## src/rtl/hamming_tx.sv

```systemverilog
// Hamming(7,4)+overall-parity (SECDED) encoder with optional single-bit error
// injection, parallel codeword output and a framed LSB-first serial transmitter.
module hamming_tx #(
    parameter int unsigned CLKS_PER_BIT = 4
) (
    input  logic       clk,
    input  logic       rst_n,
    input  logic       in_valid,
    output logic       in_ready,
    input  logic [3:0] data_in,
    input  logic       err_en,
    input  logic [2:0] err_pos,
    output logic [7:0] cw_out,
    output logic       cw_valid,
    output logic       tx_serial,
    output logic       tx_busy,
    output logic       tx_done
);

    localparam int unsigned BAUD_W    = (CLKS_PER_BIT > 1) ? $clog2(CLKS_PER_BIT) : 1;
    localparam logic [BAUD_W-1:0] BAUD_LAST = BAUD_W'(CLKS_PER_BIT - 1);

    typedef enum logic [1:0] {
        IDLE,
        START,
        DATA,
        STOP
    } state_t;

    state_t            state, state_n;
    logic [BAUD_W-1:0] baud, baud_n;
    logic [2:0]        bit_idx, bit_idx_n;
    logic [7:0]        shreg, shreg_n;
    logic [7:0]        cw_n;
    logic              cw_valid_n;
    logic              tx_done_n;
    logic              tx_serial_n;
    logic              baud_last;
    logic [7:0]        cw_enc;

    // Parity is computed on the clean codeword, so any injected flip yields odd total parity.
    function automatic logic [7:0] encode(input logic [3:0] d);
        logic [7:0] c;
        c    = 8'h00;
        c[3] = d[3];
        c[5] = d[2];
        c[6] = d[1];
        c[7] = d[0];
        c[1] = c[3] ^ c[5] ^ c[7];
        c[2] = c[3] ^ c[6] ^ c[7];
        c[4] = c[5] ^ c[6] ^ c[7];
        c[0] = ^c[7:1];
        return c;
    endfunction

    always_comb begin
        cw_enc = encode(data_in);
        if (err_en) begin
            cw_enc = cw_enc ^ (8'(1) << err_pos);
        end
    end

    assign baud_last = (baud == BAUD_LAST);

    // State register and registered outputs.
    always_ff @(posedge clk or negedge rst_n) begin
        if (!rst_n) begin
            state     <= IDLE;
            baud      <= '0;
            bit_idx   <= 3'd0;
            shreg     <= 8'h00;
            cw_out    <= 8'h00;
            cw_valid  <= 1'b0;
            tx_done   <= 1'b0;
            tx_serial <= 1'b1;
            tx_busy   <= 1'b0;
            in_ready  <= 1'b1;
        end else begin
            state     <= state_n;
            baud      <= baud_n;
            bit_idx   <= bit_idx_n;
            shreg     <= shreg_n;
            cw_out    <= cw_n;
            cw_valid  <= cw_valid_n;
            tx_done   <= tx_done_n;
            tx_serial <= tx_serial_n;
            tx_busy   <= (state_n != IDLE);
            in_ready  <= (state_n == IDLE);
        end
    end

    // Next-state, counters and next values of the registered outputs.
    always_comb begin
        state_n     = state;
        baud_n      = baud;
        bit_idx_n   = bit_idx;
        shreg_n     = shreg;
        cw_n        = cw_out;
        cw_valid_n  = 1'b0;
        tx_done_n   = 1'b0;
        tx_serial_n = 1'b1;

        case (state)
            IDLE: begin
                if (in_valid) begin
                    cw_n       = cw_enc;
                    shreg_n    = cw_enc;
                    cw_valid_n = 1'b1;
                    baud_n     = '0;
                    bit_idx_n  = 3'd0;
                    state_n    = START;
                end
            end
            START: begin
                if (baud_last) begin
                    baud_n  = '0;
                    state_n = DATA;
                end else begin
                    baud_n = baud + BAUD_W'(1);
                end
            end
            DATA: begin
                if (baud_last) begin
                    baud_n = '0;
                    if (bit_idx == 3'd7) begin
                        bit_idx_n = 3'd0;
                        state_n   = STOP;
                    end else begin
                        bit_idx_n = bit_idx + 3'd1;
                        shreg_n   = {1'b0, shreg[7:1]};
                    end
                end else begin
                    baud_n = baud + BAUD_W'(1);
                end
            end
            STOP: begin
                if (baud_last) begin
                    baud_n    = '0;
                    tx_done_n = 1'b1;
                    state_n   = IDLE;
                end else begin
                    baud_n = baud + BAUD_W'(1);
                end
            end
            default: begin
                state_n = IDLE;
                baud_n  = '0;
            end
        endcase

        // Line level follows the state being entered so it lines up with the registered state.
        case (state_n)
            START:   tx_serial_n = 1'b0;
            DATA:    tx_serial_n = shreg_n[0];
            default: tx_serial_n = 1'b1;
        endcase
    end

endmodule

```

## config.mk

```make
export PLATFORM = sky130hd
export DESIGN_NAME = hamming_tx
export DESIGN_NICKNAME = d
export VERILOG_FILES = /design/src/rtl/hamming_tx.sv
export SDC_FILE = /design/constraint.sdc
export NUM_CORES = 1
export LEC_CHECK = 0
export CELL_PAD_IN_SITES_DETAIL_PLACEMENT = 1
export CELL_PAD_IN_SITES_GLOBAL_PLACEMENT = 1
export CORE_AREA = 3 3 61 63
export DETAILED_ROUTE_END_ITERATION = 10
export DIE_AREA = 0 0 64 66
export GPL_TIMING_DRIVEN = 0
export PLACE_DENSITY = 0.78
export SKIP_CTS_REPAIR_TIMING = 1
export SLEW_MARGIN = 10
export SYNTH_ARGS = -nofsm -noshare
export SYNTH_HDL_FRONTEND = slang
export SYNTH_SLANG_ARGS = --single-unit
```

## constraint.sdc

```tcl
create_clock -name clk -period 3.67 [get_ports clk]
set_input_delay 0.734 -clock clk [delete_from_list [all_inputs] [get_ports clk]]
set_output_delay 0.734 -clock clk [all_outputs]
set_load 0.02 [all_outputs]
```

==> results of run 1 <==
==> routing by layer <==
layer | global-route usage, % | share of wire, % | vias to the layer above
met5 | 0 | 0 | -
met2 | 29.0 | 51 | 28
li1 | - | - | 492
met3 | 3.06 | 3.6 | 4
met1 | 23.3 | 44 | 506
met4 | 6.74 | 1.1 | 0
==> registers in the layout, indices dropped and copies added, names as in the netlist <==
name / cells
cw_out: 8
cw_valid: 1
state: 2
tx_busy: 1
shreg: 8
tx_serial: 1
baud: 2
tx_done: 1
bit_idx: 3
in_ready: 1
==> cells in the mapped netlist <==
library cell,instances
nand4_1,1
dfrtp_1,26
mux2_2,1
dfstp_2,2
o31a_1,1
and3_1,2
buf_2,4
nand2_2,1
o22ai_1,1
o31ai_1,2
nor2b_1,2
o41ai_1,1
xor2_1,7
and2_0,1
buf_1,1
a21oi_1,1
and4bb_2,1
o21ai_0,2
nor2_1,8
nor3_1,1
inv_1,5
a21o_1,6
a221o_1,4
nand2_1,12
nand4b_1,3
a22o_1,3
a22oi_1,3
o21ai_1,2
ha_1,3
xnor2_1,3
xnor3_1,3
and4bb_1,1
nand2b_1,3
nand3b_1,2
nor4bb_1,1
inv_2,1
nor4b_1,1
o21bai_1,1
==> worst register-to-register path, stage by stage, from the launching register on <==
cell and delay (ns):
dfrtp_1 0.46, ha_1 0.22, ha_1 0.22, nor4bb_1 0.29, buf_2 0.23, nor2_1 0.15
a221o_1 0.34
==> cell usage in the layout (no fill, tap or decap), types with 2 or more instances in the layout <==
| cell | instances |
|---|---|
| o21ai_0 | 2 |
| nand2_1 | 12 |
| clkbuf_4 | 3 |
| o21ai_1 | 2 |
| a21o_1 | 6 |
| xnor3_1 | 3 |
| xor2_1 | 7 |
| clkdlybuf4s50_1 | 22 |
| and3_1 | 2 |
| xnor2_1 | 3 |
| inv_1 | 5 |
| nand2b_1 | 3 |
| nand4b_1 | 3 |
| a221o_1 | 4 |
| ha_1 | 3 |
| nor2_1 | 8 |
| buf_2 | 5 |
| nand3b_1 | 2 |
| a22o_1 | 3 |
| o31ai_1 | 2 |
| nor2b_1 | 2 |
| dfrtp_1 | 26 |
| a22oi_1 | 3 |
| dfstp_2 | 2 |
==> final timing paths <==
check,startpoint,end,cells past startpoint,slack (ns)
setup reg to reg,bit_idx[0],shreg[1],6,1.66
hold / removal,rst_n,baud[0],1,0.40
max in group asynchronous,rst_n,cw_out[4],1,2.87
min in group clk,cw_out[3],cw_out[3],1,0.49
hold reg to reg,cw_out[3],cw_out[3],1,0.49
setup / recovery,in_ready,in_ready,1,1.45
==> power by group through the flow <==
stage | Sequential, mW | Combinational [mW] | Clock, mW
2_1_floorplan | 0.598 | 0.338 | 0
3_3_place_gp | 0.535 | 0.604 | 0
3_5_place_dp | 0.545 | 0.641 | 0
4_1_cts | 0.543 | 0.646 | 0.158
5_1_grt | 0.560 | 0.711 | 0.173
6_report | 0.542 | 0.637 | 0.152
==> cells by family after synthesis <==
logic type,after synthesis,share of synthesized area [%]
flops,28,50.7
buf+inv,11,3.34
compound gates,27,14.8
fa+ha+maj,3,2.71
xor+xnor,13,11.2
mux,1,0.812
simple gates,40,16.4
==> final cells by class <==
class,count,area (sq um)
Timing Repair Buffer,23,225
Fill cell,378,1580
Tap cell,46,57.6
Inverter,6,22.5
Sequential cell,28,703
Buffer,5,23.8
Clock buffer,4,36.3
Multi-Input combinational cell,84,637
==> through the flow <==
step	power (mW)	setup WS, ns	instance area (sq um)
2_1_floorplan	0.936	1.98	1390
3_3_place_gp	1.14	1.37	1670
3_5_place_dp	1.19	1.37	1670
4_1_cts	1.35	1.43	1710
5_1_grt	1.44	1.39	1710
6_report	1.33	1.45	1710
==> impl_summary.log, run 1 <==
[metrics] CP Launch Type: register
[metrics] Net Sw Frac: 38.6%
[metrics] CTS tree: done
[metrics] non-filler cells, final: just under 200
[metrics] total number of clock tree sinks: 28
[metrics] placer's final routability congestion estimate: 0.861
[metrics] fmax: 0.451 GHz
[metrics] maximum buffer depth of the clock tree: 2
[metrics] relative slew slack: 58.2%
[metrics] maximum level of the CTS H-tree: 1
[metrics] internal power consumption: 0.817 mW
[metrics] Die Area: about 4200 sq um
[metrics] vias post-DR: 1030
[metrics] final routed wirelength across all metal layers: roughly 3.3 mm
[metrics] ratio of total power to cell area: a little under 800 nW/um^2
[metrics] Critical Path Fanout Max: 1
[metrics] switching power: 0.514 mW
[metrics] class of the worst hold path: input port to asynchronous set/reset pin
[metrics] hold_ws: 0.397 ns
[metrics] flops & latches, synth: 28
[metrics] largest stage delay on the critical path: roughly 0.60 ns
[metrics] post-synthesis to final-layout area growth: 23.0%
[metrics] row cnt: 21
[metrics] post-synthesis instance area: 1390 sq um
[metrics] sequential element share of the synthesized area: 50.7%
[metrics] Core Util, Final: 51.9%
[metrics] clock slew at the register clock pins of the worst setup and hold paths: 0.15 ns
[metrics] count of warnings emitted by yosys: 0
[metrics] required time of the worst setup path: 2.94 ns
[metrics] period utilisation layout: approximately 60%
[metrics] post-layout min period: 2.22 ns
[metrics] WL per Instance: 16.6 microns
[metrics] port buffer count: 23
[metrics] fraction of layout cells with a size suffix above 1: 10.0%
[metrics] buffer and inverter count on the worst path: 1
[metrics] share of total power in sequential cells: about 41%
[metrics] skew final: 0.00264 ns
[metrics] kind of critical path: register to output port
[metrics] num ports: 24
[metrics] overall global routing resource usage: between 15 and 20%
[metrics] fin. max-slew vios: 0
[metrics] antenna-violating nets left: 0
[metrics] number of CTS-inserted buffers: 3
[metrics] post-synth net total: ~140
[metrics] cells after synthesis: around 120
[metrics] DRC violations left: 0
[metrics] number of DRC markers in iteration 0: 55
[metrics] vias in the first global route: 1162
[metrics] Chip Height: 66 microns
[metrics] run status: complete, no violations
[metrics] detailed placement HPWL: 2.36 mm
[metrics] Crit-path slowest cell: clkdlybuf4s50_1
[metrics] pin count of the biggest net entering global routing: 29
[metrics] initial antenna violation count: 0
[metrics] Root Driver: clkbuf_4
[metrics] number of nets in the finished design: 165
[metrics] share of power burned in the clock network: between 10 and 15%
[metrics] global-route wire length before repair: 5.79 mm
[metrics] Chip Width: between 60 and 70 microns
[metrics] endpoint kind of the worst setup timing path: output port
[metrics] worst path cell trace: clkdlybuf4s50_1
[metrics] Remaining Overflow, GRT: 0
[metrics] measured slew at the worst slew-check pin: 0.628 ns
[metrics] Worst path top cell family by delay: buffers and inverters
[metrics] Placed Instances: 192
[metrics] core outline area: 3280 sq um
[metrics] share of power burned in combinational logic: between 40% and 50%
[metrics] maximum vdd drop: 376 uV
[metrics] antenna cells: 0
[metrics] setup repair after global routing missed its margin: no
[metrics] endpoints failing hold: 0
[metrics] Final setup viols: 0
[metrics] per-cell via count in the routed design: 5.26
[metrics] number of detailed-routing iterations run before antenna repair: 4
[metrics] main area contributors after synthesis: dfrtp_1 (47%), xnor3_1 (4.9%), xor2_1 (4.4%), dfstp_2 (3.8%), a21o_1 (3.2%)
[metrics] arrival time of data at the critical path endpoint: 1.48 ns
[metrics] Fin Setup TNS: 0 ns
[metrics] max-cap check violation count: 0
[metrics] clock insertion delay at the later pin of the skew report: between 0.3 and 0.4 ns
[metrics] post-synth top area cell: dfrtp_1
[metrics] effective utilization at floorplan: 42.2%
[metrics] top cell type's share of synthesized area: 46.9%
[metrics] Synth cell types: 38
[metrics] leakage power total: approximately 0.80 nW
[metrics] post-synthesis area per instance: 11.3 sq um
(Power assumes the default switching activity.)
==> inputs of run 2 (changes only) <==
--- a/config.mk
+++ b/config.mk
@@ -7,11 +7,11 @@
 export LEC_CHECK = 0
 export CELL_PAD_IN_SITES_DETAIL_PLACEMENT = 1
 export CELL_PAD_IN_SITES_GLOBAL_PLACEMENT = 1
-export CORE_AREA = 3 3 61 63
+export CORE_AREA = 3 3 63 65
 export DETAILED_ROUTE_END_ITERATION = 10
-export DIE_AREA = 0 0 64 66
+export DIE_AREA = 0 0 66 68
 export GPL_TIMING_DRIVEN = 0
-export PLACE_DENSITY = 0.78
+export PLACE_DENSITY = 0.74
 export SKIP_CTS_REPAIR_TIMING = 1
 export SLEW_MARGIN = 10
 export SYNTH_ARGS = -nofsm -noshare
==> constraint.sdc (replaced) <==
create_clock -name clk -period 2.1 [get_ports clk]
set_input_delay 0.42 -clock clk [delete_from_list [all_inputs] [get_ports clk]]
set_output_delay 0.42 -clock clk [all_outputs]
set_load 0.02 [all_outputs]
==> run 2 against run 1 <==
Effect of this change: clock skew is 0.0034 ns higher; largest power group unchanged; first-iteration DRC count is 51% lower; final cell count stayed put; non-clock buffer count stayed put; core utilization is 1.1 points lower.
==> impl_summary.log, run 2 (synthesized netlist as in run 1, its figures left out) <==
[metrics] number of nets in the finished design: 165 (unchanged)
[metrics] vias in the first global route: 1086 (-6.5%)
[metrics] DRC violations left: 0 (unchanged)
[metrics] buffer and inverter count on the worst path: 1 (unchanged)
[metrics] antenna cells: 0 (unchanged)
[metrics] share of power burned in combinational logic: 45.6% (-2.3 points)
[metrics] final routed wirelength across all metal layers: 2.90 mm (-11%)
[metrics] period utilisation layout: roughly nine tenths
[metrics] vias post-DR: 1036 (+0.58%)
[metrics] placer's final routability congestion estimate: 0.754 (-12%)
[metrics] endpoints failing hold: 0 (unchanged)
[metrics] antenna-violating nets left: 0 (unchanged)
[metrics] overall global routing resource usage: 15.0% (-2.7 points)
[metrics] class of the worst hold path: input port to asynchronous set/reset pin
[metrics] number of detailed-routing iterations run before antenna repair: 4 (unchanged)
[metrics] maximum vdd drop: 554 uV (+47%)
[metrics] share of total power in sequential cells: 39.0% (-1.7 points)
[metrics] WL per Instance: 14.8 microns (-11%)
[metrics] Remaining Overflow, GRT: 0 (unchanged)
[metrics] leakage power total: 0.806 nW (+0.87%)
[metrics] Chip Height: 68 microns (+3.0%)
[metrics] relative slew slack: 58.5% (+0.38 points)
[metrics] max-cap check violation count: 0 (unchanged)
[metrics] num ports: 24 (unchanged)
[metrics] number of DRC markers in iteration 0: 27 (-51%)
[metrics] maximum level of the CTS H-tree: 1 (unchanged)
[metrics] Chip Width: 66 microns (+3.1%)
[metrics] effective utilization at floorplan: 40.9% (-1.3 points)
[metrics] required time of the worst setup path: 1.68 ns (-1.26 ns)
[metrics] arrival time of data at the critical path endpoint: 1.49 ns (about the same)
[metrics] global-route wire length before repair: 5.15 mm (-11%)
[metrics] pin count of the biggest net entering global routing: 29 (unchanged)
[metrics] fmax: 0.524 GHz
[metrics] CP Launch Type: register
[metrics] switching power: 0.877 mW (+71%)
[metrics] total number of clock tree sinks: 28 (unchanged)
[metrics] commonest non-fill, non-tap cells in the layout: dfrtp_1 (26), clkdlybuf4s50_1 (22), nand2_1 (12)
[metrics] clock slew at the register clock pins of the worst setup and hold paths: 0.16 ns (about the same)
[metrics] measured slew at the worst slew-check pin: 0.622 ns (-0.00570 ns)
[metrics] number of CTS-inserted buffers: 3 (unchanged)
[metrics] most common cell after layout, fill and taps aside: dfrtp_1
[metrics] worst path cell trace: clkdlybuf4s50_1
[metrics] Final setup viols: 0 (unchanged)
[metrics] row cnt: 21 (unchanged)
[metrics] ratio of total power to cell area: 1390 nW/um^2 (+78%)
[metrics] per-cell via count in the routed design: 5.29 (+0.58%)
[metrics] initial antenna violation count: 0 (unchanged)
[metrics] hold_ws: 0.0627 ns (-0.334 ns)
[metrics] registers with the most flip-flops: cw_out x8, shreg x8, bit_idx x3
[metrics] skew final: 0.00608 ns (+0.00344 ns)
[metrics] endpoint kind of the worst setup timing path: output port
[metrics] Die Area: 4490 sq um (+6.3%)
[metrics] Worst path top cell family by delay: buffers and inverters
[metrics] run status: complete, no violations
[metrics] fin. max-slew vios: 0 (unchanged)
[metrics] Crit-path slowest cell: clkdlybuf4s50_1
[metrics] kind of critical path: register to output port
[metrics] post-synthesis to final-layout area growth: 24.2%
[metrics] CTS tree: done
[metrics] core outline area: 3390 sq um (+3.2%)
[metrics] Critical Path Fanout Max: 1 (unchanged)
[metrics] maximum buffer depth of the clock tree: 2 (unchanged)
[metrics] setup repair after global routing missed its margin: no
[metrics] share of power burned in the clock network: 15.4% (+4.0 points)
[metrics] fraction of layout cells with a size suffix above 1: 10.0% (unchanged)
[metrics] largest stage delay on the critical path: 0.59 ns (about the same)
[metrics] post-layout min period: 1.91 ns
[metrics] clock insertion delay at the later pin of the skew report: 0.35 ns (+0.02 ns)
[metrics] internal power consumption: 1.52 mW (+85%)
[metrics] port buffer count: 23 (unchanged)
[metrics] Net Sw Frac: 36.7% (-1.9 points)
[metrics] fill cell count: 371 (-1.9%)
[metrics] detailed placement HPWL: 2.15 mm (-8.9%)
[metrics] Root Driver: clkbuf_4
[metrics] Fin Setup TNS: 0 ns (unchanged)
==> run 2: worst paths after layout <==
kind,from,end,slack (ns),cells past startpoint
setup reg to reg,bit_idx[0],shreg[3],0.19,6
hold reg to reg,cw_out[3],cw_out[3],0.50,1
min in group clk,cw_out[3],cw_out[3],0.50,1
max in group asynchronous,rst_n,cw_valid,1.64,1
setup / recovery,tx_serial,tx_serial,0.19,1
hold / removal,rst_n,cw_out[5],0.06,1
==> run 2: power groups by stage <==
stage	sequential [mW]	clock, mW	combinational (mW)
after detailed placement	0.949	0	1.10
after floorplan	1.04	0	0.591
after CTS	0.938	0.377	1.11
after global placement	0.935	0	1.06
final	0.934	0.368	1.09
after global routing	0.973	0.398	1.22
==> run 2: area by class of cell <==
cell class / count / area, sq um / area share, %
inverter: 6 / 22.5 / 1.31
sequential: 28 / 703 / 40.8
buffer: 5 / 23.8 / 1.38
clock buffer: 3 / 22.5 / 1.31
multi-input combinational: 84 / 637 / 37.0
tap: 46 / 57.6 / 3.34
timing repair buffer: 23 / 225 / 13.1
clock inverter: 1 / 30.0 / 1.74
==> run 2: metal layers <==
layer | GRT usage, % | vias to the layer above | share of wire, %
met2 | 23.3 | 25 | 45
li1 | - | 495 | -
met5 | 0 | - | 0
met1 | 21.0 | 511 | 48
met3 | 1.97 | 5 | 4.8
met4 | 6.85 | 0 | 2.0
==> run 2: stage by stage <==
step           setup WS, ns  util [%]  area [sq um]  std cells  total power [mW]
2_1_floorplan         0.406         -          1390        123              1.64
5_1_grt              0.0753      50.8          1720        196              2.59
4_1_cts               0.174      50.8          1720        196              2.42
3_3_place_gp          0.139      49.4          1670        192              1.99
3_5_place_dp          0.124      49.2          1670        192              2.05
6_report              0.191      50.8          1720        196              2.39
==> inputs of run 3 (changes only) <==
==> constraint.sdc (replaced) <==
create_clock -name clk -period 1.8 [get_ports clk]
set_input_delay 0.36 -clock clk [delete_from_list [all_inputs] [get_ports clk]]
set_output_delay 0.36 -clock clk [all_outputs]
set_load 0.02 [all_outputs]
==> run 3 against run 2 <==
Effect of this change: the run now ends with hold timing left; clock skew increased by 0.0078 ns; combinational power increased by 23%; highest routed layer unchanged; via count increased by 1.9%; non-clock buffer count increased by 3; core utilization increased by 1.4 points; sequential share of layout area decreased by 1.1 points; sequential power increased by 18%.
==> impl_summary.log, run 3 (synthesized netlist as in run 1, its figures left out) <==
[metrics] period utilisation layout: 97.8%
[metrics] effective utilization at floorplan: 40.9% (unchanged)
[metrics] row cnt: 21 (unchanged)
[metrics] overall global routing resource usage: 15.0% (unchanged)
[metrics] fin. max-slew vios: 0 (unchanged)
[metrics] detailed placement HPWL: 2.15 mm (unchanged)
[metrics] most common cell after layout, fill and taps aside: dfrtp_1
[metrics] Critical Path Fanout Max: 7 (+6)
[metrics] Root Driver: clkbuf_4
[metrics] vias in the first global route: 1086 (unchanged)
[metrics] run status: finished, violations left
[metrics] arrival time of data at the critical path endpoint: 2.02 ns (+0.53 ns)
[metrics] violated checks: hold timing
[metrics] Die Area: 4490 sq um (unchanged)
[metrics] global-route wire length before repair: 5.15 mm (unchanged)
[metrics] port buffer count: 23 (unchanged)
[metrics] fraction of layout cells with a size suffix above 1: 14.4% (+4.4 points)
[metrics] total non-filler cell area in the finished layout: 1770 sq um (+2.7%)
[metrics] required time of the worst setup path: 2.06 ns (+0.38 ns)
[metrics] hold_ws: -0.00308 ns (-0.0657 ns)
[metrics] Core Util, Final: 52.2% (+1.4 points)
[metrics] Final setup viols: 0 (unchanged)
[metrics] leakage power total: 0.844 nW (+4.7%)
[metrics] relative slew slack: 57.9% (-0.65 points)
[metrics] Fin Setup TNS: 0 ns (unchanged)
[metrics] skew final: 0.0139 ns (+0.00781 ns)
[metrics] post-synthesis to final-layout area growth: 27.5%
[metrics] maximum vdd drop: 642 uV (+16%)
[metrics] DRC violations left: 0 (unchanged)
[metrics] antenna cells: 0 (unchanged)
[metrics] clock slew at the register clock pins of the worst setup and hold paths: 0.17 ns (about the same)
[metrics] measured slew at the worst slew-check pin: 0.631 ns (+0.00969 ns)
[metrics] Remaining Overflow, GRT: 0 (unchanged)
[metrics] clock insertion delay at the later pin of the skew report: 0.35 ns (about the same)
[metrics] ratio of total power to cell area: 1630 nW/um^2 (+17%)
[metrics] Chip Width: 66 microns (unchanged)
[metrics] number of DRC markers in iteration 0: 18 (-33%)
[metrics] per-cell via count in the routed design: 5.31 (+0.39%)
[metrics] Chip Height: 68 microns (unchanged)
[metrics] maximum level of the CTS H-tree: 1 (unchanged)
[metrics] pin count of the biggest net entering global routing: 29 (unchanged)
[metrics] commonest non-fill, non-tap cells in the layout: dfrtp_1 (26), clkdlybuf4s50_1 (20), nand2_1 (12)
[metrics] number of detailed-routing iterations run before antenna repair: 4 (unchanged)
[metrics] Crit-path slowest cell: dfrtp_1
[metrics] endpoints failing hold: 2 (+2)
[metrics] Worst path top cell family by delay: flip-flops
[metrics] vias post-DR: 1056 (+1.9%)
[metrics] core outline area: 3390 sq um (unchanged)
[metrics] fmax: approximately 0.57 GHz
[metrics] largest stage delay on the critical path: 0.44 ns (-0.15 ns)
[metrics] initial antenna violation count: 0 (unchanged)
[metrics] total placed instance area: 1670 sq um (unchanged)
[metrics] placer's final routability congestion estimate: 0.754 (unchanged)
[metrics] num ports: 24 (unchanged)
[metrics] maximum buffer depth of the clock tree: 2 (unchanged)
[metrics] registers with the most flip-flops: cw_out x8, shreg x8, bit_idx x3
[metrics] fill cell count: 367 (-1.1%)
[metrics] buffer and inverter count on the worst path: 1 (unchanged)
[metrics] final routed wirelength across all metal layers: 3.14 mm (+8.4%)
[metrics] max-cap check violation count: 0 (unchanged)
[metrics] total number of clock tree sinks: 28 (unchanged)
[metrics] antenna-violating nets left: 0 (unchanged)
[metrics] number of nets in the finished design: 168 (+1.8%)
[metrics] WL per Instance: 15.8 microns (+6.7%)
[metrics] worst path cell trace: ha_1 > ha_2 > nor4bb_2 > buf_4 > nor2_2 > a221o_1
[metrics] CP Launch Type: register
[metrics] endpoint kind of the worst setup timing path: register
[metrics] number of CTS-inserted buffers: 3 (unchanged)
[metrics] CTS tree: done
[metrics] post-layout min period: around 1.8 ns
[metrics] kind of critical path: register to register
[metrics] class of the worst hold path: input port to asynchronous set/reset pin
## run 3: stage by stage
stage          std cells  power, mW  setup slack, ns
6_report             199       2.87           0.0393
3_3_place_gp         192       2.33           -0.101
4_1_cts              196       2.83           -0.108
2_1_floorplan        123       1.91            0.106
3_5_place_dp         192       2.39           -0.116
5_1_grt              199       3.09          -0.0498
## run 3: worst paths after layout
check	startpoint	to	slack, ns	cells after the start
max in group asynchronous	rst_n	cw_valid	1.38	1
min in group clk	cw_out[3]	cw_out[3]	0.50	1
min reg2reg	cw_out[3]	cw_out[3]	0.50	1
max	bit_idx[0]	shreg[3]	0.04	6
max reg2reg	bit_idx[0]	shreg[3]	0.04	6
min	rst_n	shreg[1]	-0.003	1
## run 3: worst reg2reg max path, delay by kind of cell, from the launching register on
kind | cells | cell delay (ns)
adder cells (fa/ha/maj) | 2 | 0.40
flip-flops | 1 | 0.44
buffers and inverters | 1 | 0.18
AO/OA/AOI/OAI | 1 | 0.31
AND/OR/NAND/NOR | 2 | 0.33
## run 3: per-layer routing
| layer | vias to the layer above | global-route usage [%] | share of wire, % |
|---|---|---|---|
| met3 | 4 | 1.97 | 3.6 |
| li1 | 500 | - | - |
| met4 | 0 | 6.85 | 1.6 |
| met5 | - | 0 | 0 |
| met2 | 23 | 23.3 | 45 |
| met1 | 529 | 21.0 | 50 |
## run 3: area by class of cell
type	instances	area (sq um)	area share [%]
flip-flops and latches	28	703	39.8
multi-input cells	84	653	36.9
repair buffers	26	253	14.3
well taps	46	57.6	3.26
clock inverters	1	30.0	1.70
plain buffers	5	26.3	1.49
clock buffers	3	22.5	1.27
inverters	6	22.5	1.27
## run 3: power breakdown
part | internal [mW] | switching [mW] | total [mW]
clock | 0.226 | 0.208 | 0.434
combinational | 0.651 | 0.686 | 1.34
sequential | 0.927 | 0.177 | 1.10
